[src/rtl/hazard_intr_controller.sv]
// Central stall/flush/PC-select sequencer for the five-stage pipeline:
// load-use bubbles, branch flushes and multi-cycle interrupt entry.
module hazard_intr_controller #(
   parameter int DRAIN_CYCLES = 2,
   parameter int PUSH_BEATS   = 2
) (
   input  logic       clk,
   input  logic       rst,
   input  logic [2:0] id_src,
   input  logic [2:0] id_dst,
   input  logic       id_uses_src,
   input  logic       id_uses_dst,
   input  logic       ex_mem_read,
   input  logic [2:0] ex_wa,
   input  logic       branch_taken,
   input  logic       intr,
   output logic       pc_write,
   output logic       ifid_write,
   output logic       ifid_flush,
   output logic       idex_flush,
   output logic [1:0] pc_sel,
   output logic       intr_push,
   output logic [1:0] push_beat,
   output logic       intr_ack
);

   typedef enum logic [1:0] {
      RUN,
      DRAIN,
      PUSH,
      VECTOR
   } state_t;

   localparam logic [2:0] DRAIN_LAST = 3'(DRAIN_CYCLES - 1);
   localparam logic [2:0] PUSH_LAST  = 3'(PUSH_BEATS - 1);

   state_t     state_q, state_d;
   logic [2:0] cnt_q, cnt_d;
   logic       intr_q;
   logic       pend_q, pend_d;
   logic       intr_edge;
   logic       load_use;

   assign intr_edge = intr & ~intr_q;

   assign load_use = ex_mem_read &
                     ((id_uses_src & (id_src == ex_wa)) |
                      (id_uses_dst & (id_dst == ex_wa)));

   always_ff @(posedge clk or negedge rst) begin
      if (!rst) begin
         state_q <= RUN;
         cnt_q   <= 3'd0;
         intr_q  <= 1'b0;
         pend_q  <= 1'b0;
      end else begin
         state_q <= state_d;
         cnt_q   <= cnt_d;
         intr_q  <= intr;
         pend_q  <= pend_d;
      end
   end

   always_comb begin
      state_d    = state_q;
      cnt_d      = cnt_q;
      pend_d     = pend_q | intr_edge;
      pc_write   = 1'b0;
      ifid_write = 1'b0;
      ifid_flush = 1'b0;
      idex_flush = 1'b0;
      pc_sel     = 2'd0;
      intr_push  = 1'b0;
      push_beat  = 2'd0;
      intr_ack   = 1'b0;

      unique case (state_q)
         RUN: begin
            // Branch wins: a load-use on the wrong path is moot.
            if (branch_taken) begin
               pc_sel     = 2'd1;
               pc_write   = 1'b1;
               ifid_write = 1'b1;
               ifid_flush = 1'b1;
               idex_flush = 1'b1;
            end else if (pend_q) begin
               ifid_flush = 1'b1;
               idex_flush = 1'b1;
               state_d    = DRAIN;
               cnt_d      = 3'd0;
            end else if (load_use) begin
               idex_flush = 1'b1;
            end else begin
               pc_write   = 1'b1;
               ifid_write = 1'b1;
            end
         end
         DRAIN: begin
            ifid_flush = 1'b1;
            idex_flush = 1'b1;
            if (cnt_q == DRAIN_LAST) begin
               state_d = PUSH;
               cnt_d   = 3'd0;
            end else begin
               cnt_d = cnt_q + 3'd1;
            end
         end
         PUSH: begin
            intr_push  = 1'b1;
            push_beat  = cnt_q[1:0];
            ifid_flush = 1'b1;
            idex_flush = 1'b1;
            if (cnt_q == PUSH_LAST) begin
               state_d = VECTOR;
               cnt_d   = 3'd0;
            end else begin
               cnt_d = cnt_q + 3'd1;
            end
         end
         VECTOR: begin
            pc_sel     = 2'd2;
            pc_write   = 1'b1;
            ifid_flush = 1'b1;
            idex_flush = 1'b1;
            intr_ack   = 1'b1;
            state_d    = RUN;
            pend_d     = intr_edge;
         end
         default: begin
            state_d = RUN;
            cnt_d   = 3'd0;
         end
      endcase

      if (!rst) begin
         pc_write   = 1'b0;
         ifid_write = 1'b0;
         ifid_flush = 1'b1;
         idex_flush = 1'b1;
         pc_sel     = 2'd0;
         intr_push  = 1'b0;
         push_beat  = 2'd0;
         intr_ack   = 1'b0;
      end
   end

endmodule

[config.mk]
export PLATFORM = sky130hd
export DESIGN_NAME = hazard_intr_controller
export DESIGN_NICKNAME = d
export VERILOG_FILES = /design/src/rtl/hazard_intr_controller.sv
export SDC_FILE = /design/constraint.sdc
export NUM_CORES = 1
export LEC_CHECK = 0
export ABC_AREA = 0
export BUFFER_PORTS_ARGS = -buffer_cell sky130_fd_sc_hd__buf_2
export CORE_MARGIN = 2
export CORE_UTILIZATION = 44
export DETAILED_ROUTE_END_ITERATION = 8
export PLACE_DENSITY = 0.76
export SYNTH_ARGS = -nofsm -noshare
export SYNTH_HDL_FRONTEND = slang
export SYNTH_SLANG_ARGS = --single-unit
[constraint.sdc]
create_clock -name clk -period 1.8 [get_ports clk]
set_input_delay 0.09 -clock clk [delete_from_list [all_inputs] [get_ports clk]]
set_output_delay 0.09 -clock clk [all_outputs]
set_load 0.05 [all_outputs]
* Yosys cells after proc, flatten, opt, wreduce, memory -nomap -nowiden
Index checks and enable logic that the tools add are counted.
** Word-level totals
- RAM bits :: 0
- Latch bits :: 0
- Logic and storage cells :: 63
- Output and inout bits :: 10
- Flip-flop bits (word level) :: 7
- Memories :: 0
- Bits in read-only memories :: 0
- Input bits :: 16
** Cells by class
- Eq/ne operators :: 10
- Div/mod/pow operators :: 0
- Multipliers :: 0
- Bitwise gates (word level) :: 7
- Reductions and logical operators :: 6
- Order comparisons :: 0
- Shifts and indexed selects :: 0
- Muxes and demuxes :: 35
- $add $sub $neg :: 1
** Operators by type and width (count)
- 2-to-1 mux 1 bit :: 19
- 2-to-1 mux 2 bit :: 7
- 2-to-1 mux 3 bit :: 3
- inequality test 2 bit (second input constant) :: 4
- case mux 2 bit (4 select lines) :: 1
- == test 3 bit :: 2
- case mux 1 bit (2 select lines) :: 3
- case mux 3 bit (2 select lines) :: 1
- AND 1 bit :: 4
- == test 2 bit (second input constant) :: 2
- case mux 2 bit (2 select lines) :: 1
- AND reduction 4 bit :: 1
- adder 3 x 1 -> 3 bit (second input constant) :: 1
- == test 3 x 1 -> 1 bit (second input constant) :: 1
- AND reduction 3 bit :: 1
- OR reduction 3 bit :: 1
- == test 2 x 1 -> 1 bit (second input constant) :: 1
- logical NOT 2 bit :: 1
- bitwise OR 1 bit :: 2
- nonzero test 2 bit :: 1
- OR reduction 2 bit :: 1
- inverter 1 bit :: 1

* Longest topological paths before layout
Gate-level depths: netlist of the first run.
- Word-level depth :: 9
- Mapped depth :: 7
- Mapped depth without buffers :: 6

* Worst setup path before layout of the first run
No wires, ideal clock.
- Path kind :: register to output
- From :: register state_q[0]
- To :: output port pc_write
- Cell stages (with the launch flop) :: 7
- Data arrival time :: 1883 ps
- Path slack :: -173 ps
- Data required time :: 1710 ps
- Buffers on the path :: 1
- Path through :: dfrtp_1 -> inv_1 -> ha_1 -> buf_6 -> nand3_1 -> a31o_2 -> a41oi_1
** Between the ends
- Word-level cells in the longest chain between the ends :: 3
- Elaborated cells between the ends (all ways) :: 4
- Those cells by class :: 1 x eq/ne; 2 x mux; 1 x reduce/logical
** Ends and longest elaborated chain
- from (decl) :: RTL line 37 : state_t state_q, state_d;
- from (signal assigned) :: RTL line 57 : state_q <= state_d;
- == test 2 bit or logical NOT 2 bit (tied branches) :: RTL line 77 : unique case (state_q)
- case mux 1 bit (2 select lines) * :: RTL line 77
- 2-to-1 mux 1 bit * :: RTL line 135 : if (!rst) begin
- to (decl) :: RTL line 17 : output logic pc_write,
Every way passes the cells marked *; elsewhere a longest branch is shown, timed or not.

* Worst setup path in the final report of the first run
- From :: register state_q[1]
- To :: output port pc_write
The elaborated chain is that of the path after synthesis.

==> results of run 1 <==
[path summary, 6_finish.rpt]
path | cells after the start | to | slack (ns)
worst min register to register | 1 | pend_q$_DFF_PN0_ | 0.42
max in group asynchronous | 2 | cnt_q[2]$_DFFE_PN0P_ | 1.41
worst min-delay path | 2 | cnt_q[1]$_DFFE_PN0P_ | 0.23
worst max-delay path | 6 | pc_write | 0.07
min in group clk | 5 | cnt_q[0]$_DFFE_PN0P_ | 0.40
worst max register to register | 6 | cnt_q[2]$_DFFE_PN0P_ | 0.32
[cell families (layout without fill, tap and decap cells)]
logic type	after synthesis	in the layout	synth area share, %
compound gates	12	12	16.8
xor+xnor	6	6	9.19
buf+inv	10	40	8.53
mux	3	3	6.34
fa+ha+maj	4	4	8.75
simple gates	22	22	19.7
flops	7	7	30.6
[stage by stage]
| stage | TNS, ns | worst slack, ns | instance area (sq um) | hold slack, ns |
|---|---|---|---|---|
| 3_3_place_gp | 0 | 0.257 | 718 | -0.0301 |
| 6_report | 0 | 0.0739 | 792 | 0.227 |
| 4_1_cts | 0 | 0.00579 | 774 | 0.234 |
| 5_1_grt | -0.00453 | -0.00453 | 792 | 0.248 |
| 3_5_place_dp | 0 | 0.196 | 718 | -0.0259 |
| 2_1_floorplan | 0 | 0.00757 | 587 | -0.206 |
[final cells by class]
class | count | area (sq um)
Clock buffer | 3 | 22.5
Sequential cell | 7 | 175
Tap cell | 14 | 17.5
Clock inverter | 1 | 5.00
Inverter | 8 | 30.0
Fill cell | 104 | 364
Timing Repair Buffer | 28 | 161
Multi-Input combinational cell | 47 | 380
[where the power goes]
part	switching, mW	internal, mW
registers	0.0504	0.209
logic	0.482	0.336
clock network	0.0629	0.0813
[timing repair]
item / CTS / global route
endpoints found under the setup margin: 1 / 1
setup buffers: 0 / 0
hold buffers: 2 / 0
gates resized for setup: 3 / 3
cloned: 0 / 0
endpoints found under the hold margin: 8 / 0
[placed cells by master (no fill, tap or decap), drive strengths merged]
| cell | n |
|---|---|
| clkinv | 1 |
| a21o | 2 |
| dfrtp | 7 |
| nand4 | 3 |
| and2 | 1 |
| dlygate4sd3 | 2 |
| buf | 25 |
| mux2i | 1 |
| nand3 | 3 |
| xnor2 | 6 |
| inv | 8 |
| and3 | 2 |
| a41oi | 1 |
| o21ai | 1 |
| a31o | 1 |
| clkbuf | 4 |
| a21oi | 1 |
| nand2b | 2 |
| nor2 | 4 |
| mux2 | 2 |
| a31oi | 1 |
| o22ai | 2 |
| nand2 | 7 |
| a22o | 3 |
| ha | 4 |
[sequential cells by signal, indices dropped and copies added (netlist names)]
name     flops
cnt_q        3
intr_q       1
state_q      2
pend_q       1
[layer usage]
metal	vias up	share of wire [%]	routed length [um]	GRT usage, %
met3	2	4.3	56	10.0
met1	263	45	579	24.1
li1	281	-	-	-
met4	0	0.31	4	5.17
met5	-	0	0	0
met2	11	51	654	35.5
==> summary.md, run 1 <==
| Metric | Value |
|---|---|
| Final hold violations | 0 |
| Routed wire length | 1290 um |
| Global-route wire length before repair | 2150 um |
| Iteration-0 DRC Markers | 7 |
| Vias per cell | 5.16 |
| Total I/O pin count | 26 |
| Critical-path cell list | inv_1 > ha_4 > nand3_1 > a31o_2 > a41oi_2 > buf_6 |
| IO Port Bufs | 25 |
| Top cells by area, synth | dfrtp_1 (31%), xnor2_1 (9.2%), ha_1 (8.8%) |
| CTS clk-pin slew, worst paths | 0.05 ns |
| Hold Path Class | input pin to asynchronous set/reset pin |
| DR vias | 557 |
| Ys flop type | dfrtp_1 |
| Worst Setup Path Type | flip-flop to output port |
| Post-route antenna net violation count | 0 |
| Drt pass-1 iters | 4 |
| Yosys top cell by area | dfrtp_1 |
| Initial antenna violation count | 0 |
| Post-Syn Instances | 64 |
| Clock Path Buffers | 2 |
| Max VDD drop | 0.918 mV |
| Top-count cell post-synth | inv_1 |
| N_diodes | 0 |
| Lkg Pwr | 0.418 nW |
| Die height | 40.1 um |
| Setup Viol. Count Final | 0 |
| Detail Placement HPWL | 998 um |
| Syn avg cell area | 8.93 sq um |
| Std cell rows | 12 |
| Overall Global Routing Usage | 21.2% |
| Run status | completed |
| Commonest cells in the netlist | inv_1 (8), dfrtp_1 (7), nand2_1 (6), xnor2_1 (6) |
| Yosys warning count | 0 |
| CTS buffer count | 3 |
| Core area | 1160 sq um |
| Root Driver | clkbuf_4 |
| PwrDens | 1540 nW/um^2 |
| Part of the cycle the worst path needs | 95.9% |
| Critical path's slowest cell | dfrtp_1 |
| Worst slew pin tran | 0.252 ns |
| Max incr delay on CP | 0.41 ns |
| Crit path max fanout | 4 |
| CTS tree | yes |
| CP endpoint kind | output port |
| Share of post-route cells with drive strength above 1 | 46.8% |
| GRT overflow | 0 |
| Synth top area share | 30.6% |
| Critical path buffer and inverter count | 2 |
| Dpl cells | 102 |
| Clock skew | 0.00195 ns |
| Die area | 1600 sq um |
| Reg2reg start | state_q[1]$_DFFE_PN0P_ |
| Synthesis-stage register bit count | 7 |
| Post-layout power | 1.22 mW |
| Mapped Area | 572 sq um |
| Max_cap viols | 0 |
| Final net count | 115 |
| WL per Instance | 12.0 um |
| Number of flops mapped to enable cells by yosys | 0 |
| # clock sinks | 7 |
| Critical path arrival | 1.64 ns |
| Crit path launch type | flip-flop |
| Delay-heaviest family, CP | compound AO/OA/AOI/OAI gates |
| DRC violation count after routing | 0 |
| Critical path startpoint | state_q[1]$_DFFE_PN0P_ |
| Pin count of the biggest net entering global routing | 16 |
| RePlAce Congestion | 0.754 |
| Synthesis-to-layout area growth | 38.5% |
| Layout Cells excl Fill | 108 |
| Sequential-to-total area share from yosys stat | 30.6% |
| CP required | 1.71 ns |
| Post-Syn Nets | 84 |
| H-tree Lvls | 1 |
| Cell variety after synth | 29 |
| Vias in the first global route | 507 |
| Die width | 40.1 um |
| Asr flop ratio synth | 100% |
| Max_slew headroom | 83.3% |
| Max Fclk | 579 MHz |
| Post-layout min period | 1.73 ns |
| Clock Latency Late Sink | 0.26 ns |
| Initial Util | 49.5% |
| Layout Utilization | 68.5% |
| Final Max Tran Viols | 0 |
Note: power is estimated with default switching activity, not from simulation.
==> run 2: changes to the inputs <==
==> constraint.sdc (replaced) <==
create_clock -name clk -period 1.8 [get_ports clk]
set_input_delay 0.36 -clock clk [delete_from_list [all_inputs] [get_ports clk]]
set_output_delay 0.36 -clock clk [all_outputs]
set_load 0.05 [all_outputs]
==> run 2 against run 1 <==
  * The flow now finishes with violations (setup timing)
  * First-iteration DRC count up 14%
  * Highest routed layer unchanged
  * Final area rose by 25%
  * Critical path depth stayed put
  * Combinational power up 47%
  * Wire length is 26% higher
  * Sequential share of layout area down 4.5 points
  * Flip-flop and latch count did not move
  * Sequential power shrank 2%
  * Clock skew grew 0.0073 ns
==> summary.md, run 2 (same netlist as run 1, synthesis figures left out) <==
| Metric | Value |
|---|---|
| Clock Latency Late Sink | 0.25 ns (about the same) |
| Max_cap viols | 0 (unchanged) |
| Initial Util | 49.5% (unchanged) |
| Final Instance Area | 992 sq um (+25%) |
| CTS buffer count | 3 (unchanged) |
| Internal power | 881 uW (+41%) |
| Max reg flops | 3 (unchanged) |
| IO Port Bufs | 25 (unchanged) |
| Failing checks | setup timing |
| Die height | 40.1 um (unchanged) |
| Vias per cell | 5.13 (-0.49%) |
| DRC violation count after routing | 0 (unchanged) |
| Crit path max fanout | 4 (unchanged) |
| Detail Placement HPWL | 1120 um (+12%) |
| Flop pwr share | 15.9% (-5.4 points) |
| Total I/O pin count | 26 (unchanged) |
| CP required | 1.44 ns (-0.27 ns) |
| Worst slew pin tran | 0.176 ns (-0.0759 ns) |
| Die width | 40.1 um (unchanged) |
| Crit path launch type | flip-flop |
| # hold bufs at CTS | 0 (-2) |
| DP Area | 772 sq um (+7.5%) |
| Reg with most FFs | cnt_q |
| Unrepaired setup endpoints after global routing | yes |
| Layout Utilization | 85.8% (+17 points) |
| Max Fclk | 514 MHz (-11%) |
| Final net count | 128 (+11%) |
| PwrDens | 1610 nW/um^2 (+4.4%) |
| Std cell rows | 12 (unchanged) |
| Clock Path Buffers | 2 (unchanged) |
| Hold Path Class | input pin to asynchronous set/reset pin |
| Sw Ratio | 44.9% (-3.8 points) |
| Post-route antenna net violation count | 0 (unchanged) |
| Layout fillers | 62 (-40%) |
| Root Driver | clkbuf_4 |
| RePlAce Congestion | 0.803 (+6.5%) |
| CTS clk-pin slew, worst paths | 0.06 ns (about the same) |
| Core area | 1160 sq um (unchanged) |
| Drt pass-1 iters | 4 (unchanged) |
| CP endpoint kind | output port |
| Biggest registers after layout | cnt_q (3), state_q (2) |
| # clock sinks | 7 (unchanged) |
| Max_slew headroom | 88.2% (+4.9 points) |
| Post-layout min period | 1.95 ns (+0.221 ns) |
| Max VDD drop | 1.31 mV (+42%) |
| Die area | 1600 sq um (unchanged) |
| Part of the cycle the worst path needs | 108% (+12 points) |
| Internal reg-to-reg setup slack | 0.16 ns (-0.16 ns) |
| Lkg Pwr | 0.490 nW (+17%) |
| Initial antenna violation count | 0 (unchanged) |
| DR vias | 621 (+11%) |
| Global-route wire length before repair | 2360 um (+10%) |
| Commonest cells after routing, fill and taps aside | buf_2 (15), buf_4 (15), dfrtp_1 (7) |
| Routed wire length | 1630 um (+26%) |
| Clock skew | 0.00927 ns (+0.00732 ns) |
| N_diodes | 0 (unchanged) |
| NetSw | 717 uW (+21%) |
| H-tree Lvls | 1 (unchanged) |
| Vias in the first global route | 543 (+7.1%) |
| Setup Viol. Count Final | 3 (+3) |
| Pin count of the biggest net entering global routing | 11 (-5) |
| Iteration-0 DRC Markers | 8 (+1) |
| Comb pwr share | 75.0% (+8.1 points) |
| WL per Instance | 13.5 um (+13%) |
| Final Max Tran Viols | 0 (unchanged) |
| Run status | finished, violations left |
| PnR worst setup slack | -0.147 ns (-0.221 ns) |
| GRT overflow | 0 (unchanged) |
| Share of post-route cells with drive strength above 1 | 61.7% (+15 points) |
| Clock power share | 9.1% (-2.7 points) |
| R2R depth | 8 (+2) |
| Worst Setup Path Type | flip-flop to output port |
| Synthesis-to-layout area growth | 73.5% |
| Critical path arrival | 1.59 ns (-0.05 ns) |
| Final hold violations | 0 (unchanged) |
| CTS tree | yes |
| Overall Global Routing Usage | 22.6% (+1.4 points) |
==> run 2: changes by cell type in the layout (fill, tap and decap cells not counted), sizes merged <==
cell,previous run,this run
dlygate4sd3,2,0
clkbuf,4,6
buf,25,39
clkinv,1,0
==> run 2: what timing repair did <==
item,in CTS,in global routing
setup endpoints to repair,4,8
gates cloned,0,0
endpoints found under the hold margin,0,0
resized for setup,16,20
pin swaps,2,3
setup buffers,4,5
==> run 2: critical path, cell delays in order, from the launching register on <==
cell     delay, ns
dfrtp_1       0.38
inv_2         0.10
ha_4          0.16
nand3_1       0.12
a31o_2        0.23
a41oi_2       0.17
buf_6         0.18
==> run 2: through the flow <==
stage / cells / setup WS, ns / power, mW / hold slack (ns) / setup TNS (ns)
floorplan: 64 / -0.262 / 0.876 / 0.0644 / -0.431
CTS: 116 / -0.0952 / 1.41 / 0.102 / -0.0985
global placement: 108 / 0.0387 / 1.07 / 0.354 / 0
detailed placement: 108 / -0.00670 / 1.10 / 0.359 / -0.00670
finish: 121 / -0.147 / 1.60 / 0.125 / -0.334
global route: 121 / -0.208 / 1.69 / 0.134 / -0.650
==> run 2: power by group through the flow <==
stage / clock [mW] / sequential (mW) / combinational (mW)
6_report: 0.145 / 0.254 / 1.20
5_1_grt: 0.156 / 0.257 / 1.28
4_1_cts: 0.147 / 0.251 / 1.01
3_5_place_dp: 0 / 0.250 / 0.850
3_3_place_gp: 0 / 0.244 / 0.830
2_1_floorplan: 0 / 0.249 / 0.627
==> run 2: per-layer routing <==
layer | routed length [um] | global-route usage (%) | vias up | share of wire [%]
met5 | 0 | 0 | - | 0
met4 | 19 | 7.76 | 0 | 1.2
met3 | 77 | 5.56 | 2 | 4.7
met2 | 813 | 39.1 | 17 | 50
met1 | 723 | 26.9 | 294 | 44
li1 | - | - | 308 | -
==> run 2: cell type report <==
cell class	instances	area, sq um	share of cell area, %
Tap cell	14	17.5	1.77
Inverter	8	30.0	3.03
Clock buffer	4	26.3	2.65
Sequential cell	7	175	17.7
Multi-Input combinational cell	47	428	43.1
Timing Repair Buffer	41	315	31.8
==> run 2: path summary, 6_finish.rpt <==
kind                                     endpoint              startpoint
min in group clk                 intr_q$_DFF_PN0_                    intr
setup reg to reg           state_q[1]$_DFFE_PN0P_  state_q[0]$_DFFE_PN0P_
max in group asynchronous        intr_q$_DFF_PN0_                     rst
hold reg to reg                  pend_q$_DFF_PN0_        intr_q$_DFF_PN0_
setup / recovery                         pc_write  state_q[0]$_DFFE_PN0P_
hold / removal               cnt_q[0]$_DFFE_PN0P_                     rst
